<file path="src/rtl/dual_input_debouncer.sv">
// Two-channel switch debouncer. It turns raw, bouncy Ain/Bin into clean,
// registered levels A/B for the downstream 2-input gate stage. Each channel
// has its own filter FSM and hold counter. Each channel also pulses *Chg for
// one cycle whenever its committed level flips.
//
// Optional build macro: DEBOUNCE_SYNC_EN
//   When defined, each raw input first passes through a 2-flop synchronizer
//   (reset to 0). This adds exactly 2 edges of commit latency.
//
// Ports:
//   Clk   in   system clock, rising edge
//   Rst   in   asynchronous, active-high reset
//   Ain   in   raw input, channel A
//   Bin   in   raw input, channel B
//   A     out  debounced level, channel A
//   B     out  debounced level, channel B
//   AChg  out  one-cycle pulse when A changes
//   BChg  out  one-cycle pulse when B changes
module dual_input_debouncer #(
  parameter int unsigned DB_CYCLES = 16,
  parameter int unsigned CNT_W     = 5
) (
  input  logic Clk,
  input  logic Rst,
  input  logic Ain,
  input  logic Bin,
  output logic A,
  output logic B,
  output logic AChg,
  output logic BChg
);

  localparam int unsigned NUM_CH = 2;

  localparam logic [1:0] ST_STABLE_LO = 2'd0;
  localparam logic [1:0] ST_WAIT_HI   = 2'd1;
  localparam logic [1:0] ST_STABLE_HI = 2'd2;
  localparam logic [1:0] ST_WAIT_LO   = 2'd3;

  // Count value on the last edge of a qualifying run
  localparam logic [CNT_W-1:0] CNT_LAST = CNT_W'(DB_CYCLES - 1);

  // Channel index 0 = A, 1 = B
  logic [NUM_CH-1:0]            samp;
  logic [NUM_CH-1:0][1:0]       state_q, state_d;
  logic [NUM_CH-1:0][CNT_W-1:0] cnt_q, cnt_d;
  logic [NUM_CH-1:0]            out_q, out_d;
  logic [NUM_CH-1:0]            chg_q, chg_d;

`ifdef DEBOUNCE_SYNC_EN
  // 2-flop synchronizer for asynchronous board switches
  logic [NUM_CH-1:0] sync1_q, sync2_q;

  always_ff @(posedge Clk or posedge Rst) begin
    if (Rst) begin
      sync1_q <= '0;
      sync2_q <= '0;
    end else begin
      sync1_q <= {Bin, Ain};
      sync2_q <= sync1_q;
    end
  end

  assign samp = sync2_q;
`else
  assign samp = {Bin, Ain};
`endif

  // State, counter and output registers for both channels
  always_ff @(posedge Clk or posedge Rst) begin
    if (Rst) begin
      state_q <= {NUM_CH{ST_STABLE_LO}};
      cnt_q   <= '0;
      out_q   <= '0;
      chg_q   <= '0;
    end else begin
      state_q <= state_d;
      cnt_q   <= cnt_d;
      out_q   <= out_d;
      chg_q   <= chg_d;
    end
  end

  // Per-channel filter. A reversion before the count completes returns the
  // channel to its stable state with the count cleared.
  always_comb begin
    state_d = state_q;
    cnt_d   = cnt_q;
    out_d   = out_q;
    chg_d   = '0;
    for (int ch = 0; ch < NUM_CH; ch++) begin
      case (state_q[ch])
        ST_STABLE_LO: begin
          if (samp[ch]) begin
            state_d[ch] = ST_WAIT_HI;
            cnt_d[ch]   = CNT_W'(1);
          end else begin
            cnt_d[ch]   = '0;
          end
        end
        ST_WAIT_HI: begin
          if (!samp[ch]) begin
            state_d[ch] = ST_STABLE_LO;
            cnt_d[ch]   = '0;
          end else if (cnt_q[ch] == CNT_LAST) begin
            state_d[ch] = ST_STABLE_HI;
            out_d[ch]   = 1'b1;
            chg_d[ch]   = 1'b1;
            cnt_d[ch]   = '0;
          end else begin
            cnt_d[ch]   = cnt_q[ch] + CNT_W'(1);
          end
        end
        ST_STABLE_HI: begin
          if (!samp[ch]) begin
            state_d[ch] = ST_WAIT_LO;
            cnt_d[ch]   = CNT_W'(1);
          end else begin
            cnt_d[ch]   = '0;
          end
        end
        ST_WAIT_LO: begin
          if (samp[ch]) begin
            state_d[ch] = ST_STABLE_HI;
            cnt_d[ch]   = '0;
          end else if (cnt_q[ch] == CNT_LAST) begin
            state_d[ch] = ST_STABLE_LO;
            out_d[ch]   = 1'b0;
            chg_d[ch]   = 1'b1;
            cnt_d[ch]   = '0;
          end else begin
            cnt_d[ch]   = cnt_q[ch] + CNT_W'(1);
          end
        end
        default: begin
          state_d[ch] = ST_STABLE_LO;
          cnt_d[ch]   = '0;
          out_d[ch]   = 1'b0;
        end
      endcase
    end
  end

  assign A    = out_q[0];
  assign B    = out_q[1];
  assign AChg = chg_q[0];
  assign BChg = chg_q[1];

endmodule

</file>
<file path="config.mk">
export PLATFORM = sky130hd
export DESIGN_NAME = dual_input_debouncer
export DESIGN_NICKNAME = d
export VERILOG_FILES = /design/src/rtl/dual_input_debouncer.sv
export SDC_FILE = /design/constraint.sdc
export NUM_CORES = 1
export LEC_CHECK = 0
export ABC_AREA = 1
export BUFFER_PORTS_ARGS = -buffer_cell sky130_fd_sc_hd__buf_2
export CAP_MARGIN = 20
export CORE_MARGIN = 3
export CORE_UTILIZATION = 59
export DETAILED_ROUTE_END_ITERATION = 12
export PLACE_DENSITY_LB_ADDON = 0.3
export SYNTH_ARGS = -nofsm -noshare
export SYNTH_HDL_FRONTEND = slang
export SYNTH_SLANG_ARGS = --single-unit
</file>
<file path="constraint.sdc">
create_clock -name Clk -period 2.3 [get_ports Clk]
set_input_delay 0.23 -clock Clk [delete_from_list [all_inputs] [get_ports Clk]]
set_output_delay 0.23 -clock Clk [all_outputs]
set_load 0.02 [all_outputs]
</file>
==> impl_metrics.env <==
export IMPL_status="complete, no violations"
export IMPL_drcViolationCount=0
export IMPL_vias=592
export IMPL_slew_headroom=0.566
export IMPL_dpl_instance_area_um2=863
export IMPL_synth_warnings=0
export IMPL_fin_area_um2=900
export IMPL_dpl_hpwl_um=1040
export IMPL_antenna_cells=0
export IMPL_antenna_left=0
export IMPL_post_cts_buffers=0
export IMPL_wl_um=1410
export IMPL_worstPathCellList="ha_1 > nand3_2 > nor2_4 > nand3_1 > nand2_1 > nand2_1"
export IMPL_post_route_min_period_ns=1.23
export IMPL_tritoncts="done"
export IMPL_cts_max_level=1
export IMPL_synth_seq_cells=18
export IMPL_timing_max_transition_violations_final=0
export IMPL_worstSetupEndpointType="flip-flop"
export IMPL_synth_top_family_by_area="simple AND/OR/NAND/NOR gates"
export IMPL_fin_nets=107
export IMPL_initial_core_util=0.675
export IMPL_p_total_uw=557
export IMPL_num_rows=12
export IMPL_synth_xor_xnor_area_share=0.0432
export IMPL_syn_inst=89
export IMPL_synthAdderAreaFrac=0.0309
export IMPL_antenna_found_initial=0
export IMPL_hold_violations=0
export IMPL_critical_path_class="reg -> reg"
export IMPL_drive_above_1_share=0.190
export IMPL_cts_root_buf="clkbuf_4"
export IMPL_clk_pin_slew_ns=0.10
export IMPL_clock_latency_ns=0.29
export IMPL_clockBufferDepth=2
export IMPL_cts_resized=0
export IMPL_dp_cells=110
export IMPL_tightest_slew_ns=0.650
export IMPL_p_per_area_nw_per_um2=619
export IMPL_crit_path_max_incr_delay_ns=0.40
export IMPL_numClockSinks=18
export IMPL_worst_ep_arrival_time_ns=1.43
export IMPL_netlist_area_um2=811
export IMPL_drt_iter0_markers=11
export IMPL_synth_seq_area_share=0.556
export IMPL_fin_worst_skew_ns=0.00124
export IMPL_avgSynthCellArea_um2=9.11
export IMPL_layout_common_cells="18 x dfrtp_1, 16 x nand2_1, 14 x inv_1"
export IMPL_routabilityCongestion=0.798
export IMPL_grt_pass1_vias=571
export IMPL_synthMuxAreaShare=0
export IMPL_peakVddDrop_uv=337
export IMPL_drv_cap=0
export IMPL_avgRoutedWirePerCell_um=12.4
export IMPL_cts_inserted_buffers=3
export IMPL_grt_pass1_wl_um=2490
export IMPL_synth_simple_gate_area_frac=0.278
export IMPL_drt_first_pass_iters=4
export IMPL_area_growth_pct=11.0
export IMPL_portBuffers=7
export IMPL_instances_no_fill=114
export IMPL_overflow=0
export IMPL_rsz0062_at_grt="false"
export IMPL_die_h_um=43.1
export IMPL_vias_per_cell=5.19
export IMPL_fin_crit_sh=0.535
export IMPL_die_x_um=43.1
export IMPL_tns_ns=0
export IMPL_grt_usage=0.187
export IMPL_io_pins=8
export IMPL_p_leak_uw=0.000496
export IMPL_crit_fanout=3
export IMPL_grt_max_degree=19
export IMPL_fmax_ghz=0.813
export IMPL_start_kind="flip-flop"
export IMPL_hold_path_class="in -> async"
export IMPL_synth_distinct_cells=17
export IMPL_die_area_um2=1860
export IMPL_holdBufCountCts=0
export IMPL_required_ns=2.50
export IMPL_core_area_um2=1200
export IMPL_setup_violations=0
export IMPL_whs_ns=0.00452
export IMPL_final_common_cell="dfrtp_1"
export IMPL_cp_slowest_cell="dfrtp_1"
export IMPL_cp_common_cell="nand2_1"
export IMPL_syn_nets=95
export IMPL_synth_compound_area_share=0.0231
-- where the power goes --
part / switching [µW] / total [µW] / internal (µW)
registers: 7.24 / 330 / 323
clock network: 98.8 / 195 / 96.5
logic: 20.9 / 31.3 / 10.4
total: 127 / 557 / 430
-- per-stage QoR --
step,utilization,worst slack [ns]
global placement,0.719,1.16
detailed placement,0.719,1.07
finish,0.749,1.07
CTS,0.749,1.05
global route,0.749,0.945
floorplan,-,1.23
-- metal layers --
| layer | part of all wire | routed length (µm) | global-route usage |
|---|---|---|---|
| met1 | 0.46 | 649 | 0.238 |
| met2 | 0.48 | 676 | 0.290 |
| met3 | 0.043 | 60 | 0.0508 |
| met4 | 0.016 | 23 | 0.0904 |
| met5 | 0 | 0 | 0 |
-- cells in the mapped netlist (all sizes together) --
cell type  count  area (µm²)
nor2          15        66.3
nand2         18        72.6
nor3           2        10.0
nand3          7        45.0
nand4          5        31.3
xor2           2        17.5
dfrtp         18         450
o21ai          3        18.8
inv           15        56.3
ha             2        25.0
xnor2          2        17.5
-- logic make-up after synthesis --
family,Yosys count
adder cells (fa/ha/maj),2
flip-flops,18
AND/OR/NAND/NOR,47
XOR/XNOR,4
buffers and inverters,15
AO/OA/AOI/OAI,3
-- cell type report --
cell class / instances / area, µm²
Multi-Input combinational cell: 56 / 304
Clock buffer: 4 / 36.3
Timing Repair Buffer: 7 / 35.0
Inverter: 15 / 56.3
Sequential cell: 18 / 450
Fill cell: 82 / 302
Tap cell: 14 / 17.5
-- worst max-delay path: cells and delay by family, from the launching register on --
kind,cells,cell delay (ns)
simple gates,5,0.47
flops,1,0.40
fa+ha+maj,1,0.25
-- path summary, 6_finish.rpt --
path	endpoint	cells after the start	start	slack, ns
setup / recovery	out_q[0]	6	cnt_q[0]	1.07
hold / removal	chg_q[0]	2	Rst	0.005
setup reg to reg	out_q[0]	6	cnt_q[0]	1.07
hold reg to reg	out_q[1]	2	out_q[1]	0.48
max in group asynchronous	cnt_q[9]	2	Rst	1.88
min in group Clk	flip-flop	3	Bin	0.19
(Power assumes the default switching activity.)
